==> src/rtl/mem_arb_pkg.sv <==
// Shared types for the fetch/load-store memory arbiter.
// Holds the response-owner encoding and the registered response record.
package mem_arb_pkg;

  localparam int unsigned WORD_W    = 32;
  // Upper bound on the tag width so the response record can live in the package.
  localparam int unsigned MAX_TAG_W = 16;

  typedef enum logic [1:0] {
    OWN_NONE = 2'd0,
    OWN_I    = 2'd1,
    OWN_D    = 2'd2
  } owner_e;

  typedef struct packed {
    owner_e                 owner;
    logic                   we;
    logic [MAX_TAG_W-1:0]   tag;
  } rsp_t;

  localparam rsp_t RSP_IDLE = '{owner: OWN_NONE, we: 1'b0, tag: '0};

endpackage

==> src/rtl/mem_arb_pick.sv <==
// Per-cycle winner selection between fetch and load/store.
// The streak counter bounds how long data can keep fetch waiting.
module mem_arb_pick #(
  parameter int unsigned MaxDstreak = 4
) (
  input  logic clk_i,
  input  logic rst_i,
  input  logic fetch_req_i,
  input  logic data_req_i,
  output logic fetch_gnt_o,
  output logic data_gnt_o
);

  localparam int unsigned StreakW = $clog2(MaxDstreak + 1);
  localparam logic [StreakW-1:0] StreakMax = StreakW'(MaxDstreak);

  logic [StreakW-1:0] streak_q, streak_d;
  logic               fetch_wins;

  assign fetch_wins = fetch_req_i && (!data_req_i || (streak_q == StreakMax));

  // Grants are held low while reset is asserted, whatever the requests.
  always_comb begin
    fetch_gnt_o = 1'b0;
    data_gnt_o  = 1'b0;
    if (!rst_i) begin
      fetch_gnt_o = fetch_wins;
      data_gnt_o  = data_req_i && !fetch_wins;
    end
  end

  always_comb begin
    streak_d = streak_q;
    if (fetch_gnt_o || !fetch_req_i) begin
      streak_d = '0;
    end else if (data_gnt_o && (streak_q != StreakMax)) begin
      streak_d = streak_q + StreakW'(1);
    end
  end

  always_ff @(posedge clk_i or posedge rst_i) begin
    if (rst_i) begin
      streak_q <= '0;
    end else begin
      streak_q <= streak_d;
    end
  end

endmodule

==> src/rtl/mem_arbiter.sv <==
// Shares the single-ported data memory between instruction fetch and load/store,
// driving the memory port and routing each one-cycle-latency response back.
module mem_arbiter
  import mem_arb_pkg::*;
#(
  parameter int unsigned MEM_AW      = 16,
  parameter int unsigned TAG_W       = 5,
  parameter int unsigned MAX_DSTREAK = 4
) (
  input  logic                CLK,
  input  logic                RST,
  input  logic                i_req,
  input  logic [WORD_W-1:0]   i_addr,
  output logic                i_gnt,
  output logic                i_rvalid,
  output logic [WORD_W-1:0]   i_rdata,
  input  logic                d_req,
  input  logic                d_we,
  input  logic [WORD_W-1:0]   d_addr,
  input  logic [WORD_W-1:0]   d_wd,
  input  logic [TAG_W-1:0]    d_tag,
  output logic                d_gnt,
  output logic                d_rvalid,
  output logic [WORD_W-1:0]   d_rdata,
  output logic [TAG_W-1:0]    d_tag_out,
  output logic                d_we_out,
  output logic                mem_en,
  output logic                mem_we,
  output logic [MEM_AW-1:0]   mem_addr,
  output logic [WORD_W-1:0]   mem_wd,
  input  logic [WORD_W-1:0]   mem_rd
);

  rsp_t rsp_q, rsp_d;

  mem_arb_pick #(
    .MaxDstreak (MAX_DSTREAK)
  ) u_pick (
    .clk_i       (CLK),
    .rst_i       (RST),
    .fetch_req_i (i_req),
    .data_req_i  (d_req),
    .fetch_gnt_o (i_gnt),
    .data_gnt_o  (d_gnt)
  );

  // Memory port follows the winner; byte-offset bits are dropped.
  always_comb begin
    mem_en   = i_gnt | d_gnt;
    mem_we   = d_gnt & d_we;
    mem_addr = d_gnt ? d_addr[MEM_AW+1:2] : i_addr[MEM_AW+1:2];
    mem_wd   = d_gnt ? d_wd : '0;
  end

  always_ff @(posedge CLK or posedge RST) begin
    if (RST) begin
      rsp_q <= RSP_IDLE;
    end else begin
      rsp_q <= rsp_d;
    end
  end

  always_comb begin
    rsp_d = RSP_IDLE;
    if (i_gnt) begin
      rsp_d.owner = OWN_I;
    end else if (d_gnt) begin
      rsp_d.owner = OWN_D;
      rsp_d.we    = d_we;
      rsp_d.tag   = MAX_TAG_W'(d_tag);
    end
  end

  always_comb begin
    i_rvalid  = 1'b0;
    i_rdata   = '0;
    d_rvalid  = 1'b0;
    d_rdata   = '0;
    d_tag_out = '0;
    d_we_out  = 1'b0;
    unique case (rsp_q.owner)
      OWN_I: begin
        i_rvalid = 1'b1;
        i_rdata  = mem_rd;
      end
      OWN_D: begin
        d_rvalid  = 1'b1;
        d_we_out  = rsp_q.we;
        d_tag_out = rsp_q.tag[TAG_W-1:0];
        // Store acks carry no data.
        d_rdata   = rsp_q.we ? '0 : mem_rd;
      end
      default: ;
    endcase
  end

endmodule

==> config.mk <==
export PLATFORM = sky130hd
export DESIGN_NAME = mem_arbiter
export DESIGN_NICKNAME = d
export VERILOG_FILES = /design/src/rtl/mem_arb_pkg.sv /design/src/rtl/mem_arb_pick.sv /design/src/rtl/mem_arbiter.sv
export SDC_FILE = /design/constraint.sdc
export NUM_CORES = 1
export LEC_CHECK = 0
export CAP_MARGIN = 0
export CORE_AREA = 4 4 101 103
export DETAILED_ROUTE_END_ITERATION = 12
export DIE_AREA = 0 0 105 107
export RECOVER_POWER = 25
export SLEW_MARGIN = 20
export SYNTH_ARGS = -nofsm -noshare
export SYNTH_HDL_FRONTEND = slang
export SYNTH_SLANG_ARGS = --single-unit
==> constraint.sdc <==
create_clock -name CLK -period 2.76 [get_ports CLK]
set_input_delay 0.552 -clock CLK [delete_from_list [all_inputs] [get_ports CLK]]
set_output_delay 0.552 -clock CLK [all_outputs]
set_load 0.01 [all_outputs]
==> flow_metrics.env <==
export IMPL_status="finished, final reports clean"
export IMPL_fin_nets=548
export IMPL_multi_input_area_um2=1080
export IMPL_crit_slowest_cell="clkdlybuf4s50_1"
export IMPL_worstHoldPathType="flop to flop"
export IMPL_antenna_cells=0
export IMPL_tightestPinTransition_ns=0.700
export IMPL_endpoint_kind="output pin"
export IMPL_total_power_w=0.000757
export IMPL_grt_overflow_total=0
export IMPL_drt_first_pass_iters=3
export IMPL_fill_cells=933
export IMPL_leakagePower_nw=1.98
export IMPL_grt_pass1_wl_mm=10.1
export IMPL_dp_hpwl_mm=6.45
export IMPL_yosysWarnings=0
export IMPL_rr_startpoint="u_pick.streak_q[0]"
export IMPL_dieArea_um2=11200
export IMPL_drv_slew=0
export IMPL_cts_hold_fix_buffers=0
export IMPL_stdcell_count=518
export IMPL_dp_cells=514
export IMPL_rsz0062_at_grt="false"
export IMPL_grt_max_degree=34
export IMPL_setup_viol_count_final=0
export IMPL_layout_worst_path_cycle_share_pct=96.1
export IMPL_grt_pass1_vias=2104
export IMPL_critPathLaunch="i_req"
export IMPL_gp_congestion=0.691
export IMPL_criticalPathCategory="input pin to output pin"
export IMPL_ios=262
export IMPL_routedWlPerCell_um=13.5
export IMPL_ys_ff_latch=11
export IMPL_drtIter0Drc=24
export IMPL_ys_seq_area_share_pct=18.9
export IMPL_syn_avg_cell_area_um2=8.38
export IMPL_die_w_um=105
export IMPL_worstSkewPairLatency_ns=0.23
export IMPL_track_usage_pct=11.2
export IMPL_clkSinkCount=11
export IMPL_syn_inst=174
export IMPL_cts_tree="built"
export IMPL_rrSetupSlack_ns=1.20
export IMPL_clockRootBuffer="clkbuf_8"
export IMPL_fp_row_count=35
export IMPL_syn_nets=314
export IMPL_seq_area_um2=275
export IMPL_areaGrowthSynthToFinish_pct=172
export IMPL_worst_path_max_fanout=18
export IMPL_antenna_found_initial=0
export IMPL_vias=2040
export IMPL_via_per_inst=3.94
export IMPL_endpoint="mem_addr[2]"
export IMPL_cts_inserted_buffers=3
export IMPL_synth_area_um2=1460
export IMPL_cts_buffer_depth=2
export IMPL_skew_ns=0.00146
export IMPL_crit_chain="clkdlybuf4s50_1 > nand3_1 > and3_4 > buf_12 > mux2_4 > dlygate4sd2_1"
export IMPL_fmax_mhz=377
export IMPL_io_buffers=229
export IMPL_drc=0
export IMPL_max_cap_viol_count=0
export IMPL_coreArea_um2=9200
export IMPL_fp_dieH_um=107
export IMPL_ys_types=19
export IMPL_drive_gt1_share_pct=7.62
export IMPL_rr_endpoint="rsp_q[1]"
export IMPL_clk_pin_slew_ns=0.05
export IMPL_drt_total_wl_mm=6.97
export IMPL_finalHoldViolCount=0
export IMPL_max_slew_margin_rel_pct=53.3
export IMPL_peakVddDrop_mv=0.0720
export IMPL_cts_max_level=1
export IMPL_pre_cts_ws_ns=-0.113
export IMPL_crit_path_max_incr_delay_ns=0.49
export IMPL_fin_ws_ns=0.106
export IMPL_crit_arrival_ns=2.10
export IMPL_start_util_pct=15.9
export IMPL_cp_required_ns=2.21
export IMPL_startpoint_type="input pin"
export IMPL_antenna_left=0
export IMPL_fin_crit_ns=2.65
export IMPL_ff2ff_path_depth=7
export IMPL_p_per_area_nw_per_um2=191
-- timing repair --
action | 4_1_cts | 5_1_grt
endpoints found under the hold margin | 0 | 0
endpoints found under the setup margin | 33 | 31
resized for setup | 32 | 20
pin swaps | 1 | 1
buffers inserted | 0 | 0
-- final cells by class --
type / count / share of cell area (%)
Tap cell: 111 / 3.50
Clock buffer: 4 / 1.14
Multi-Input combinational cell: 148 / 27.3
Sequential cell: 11 / 6.95
Inverter: 3 / 0.284
Timing Repair Buffer: 241 / 60.8
-- layer usage --
metal | track usage, % | vias up | wire [um]
li1 | - | 1012 | -
met1 | 9.92 | 866 | 2320
met2 | 22.8 | 160 | 3600
met3 | 4.88 | 2 | 1020
met4 | 2.53 | 0 | 35
met5 | 0 | - | 0
-- state kept, by name (all words and copies together) (netlist names) --
name,count
rsp_q,8
u_pick.streak_q,3
-- metrics by stage --
stage               setup TNS, ns  hold WS, ns  util (%)  instance area, um2
finish                          0        0.562      43.1                3960
global route                    0        0.603      43.1                3960
CTS                             0        0.568      42.7                3930
detailed placement          -2.38        0.562      42.7                3920
global placement            -2.15        0.552      42.7                3920
floorplan                       0        0.360         -                1460
-- report_power, final --
| group | internal [W] | leakage [nW] | switching, W |
|---|---|---|---|
| clock network | 0.000101 | 0.0228 | 0.0000544 |
| registers | 0.000167 | 0.148 | 0.00000208 |
| logic | 0.000293 | 1.81 | 0.000139 |
-- critical path: cells and delay by family --
family        cells  cell delay [ns]
buf+inv           3             0.93
simple gates      2             0.32
mux               1             0.30
-- cells in the final DEF (no fill, tap or decap), types with 2 or more instances in the layout --
cell | Yosys | final
dlygate4sd3_1 | 0 | 12
a21boi_0 | 4 | 3
mux2_4 | 16 | 16
inv_1 | 2 | 2
and2_1 | 109 | 107
dlymetal6s2s_1 | 0 | 17
dlygate4sd2_1 | 0 | 32
nor3b_1 | 3 | 2
ha_1 | 2 | 2
buf_4 | 0 | 5
nand2_1 | 3 | 3
nand3_1 | 3 | 3
and2_0 | 0 | 2
clkbuf_8 | 0 | 3
clkdlybuf4s50_1 | 0 | 168
dfrtp_1 | 11 | 11
clkbuf_1 | 3 | 4
nor2_1 | 2 | 2
buf_12 | 0 | 3
-- worst min path at each step --
stage	start	endpoint	slack [ns]	depth (start not counted)
after detailed placement	u_pick.streak_q[1]	u_pick.streak_q[1]	0.56	2
after CTS	u_pick.streak_q[1]	u_pick.streak_q[1]	0.57	2
after global placement	u_pick.streak_q[0]	u_pick.streak_q[0]	0.55	2
after global routing	u_pick.streak_q[1]	u_pick.streak_q[1]	0.60	2
after floorplan	RST	rsp_q[0]	0.36	1
final	u_pick.streak_q[0]	u_pick.streak_q[0]	0.56	2
-- cell usage after synthesis --
cell      number  area [um2]
o21ai_0        1        5.00
inv_2          1        3.75
a21boi_0       4        30.0
mux2_4        16         240
ha_1           2        25.0
clkbuf_1       3        11.3
and3_1         1        6.26
and2b_1        2        15.0
nor3b_1        3        22.5
and3_4         1        11.3
nand3_1        3        15.0
buf_6          6        67.6
nand2_1        3        11.3
and2_1       109         682
clkbuf_2       3        15.0
inv_1          2        7.51
nor2b_1        1        6.26
dfrtp_1       11         275
nor2_1         2        7.51
-- kinds of logic (layout without fill, tap and decap cells) --
kind of cell | count (synthesis) | in the layout | share of synthesized area, %
AND/OR/NAND/NOR | 125 | 125 | 53.3
buffers and inverters | 15 | 248 | 7.21
AO/OA/AOI/OAI | 5 | 5 | 2.40
flip-flops | 11 | 11 | 18.9
multiplexers | 16 | 16 | 16.5
adder cells (fa/ha/maj) | 2 | 2 | 1.72
No activity file was read; power rests on OpenSTA's default activity.
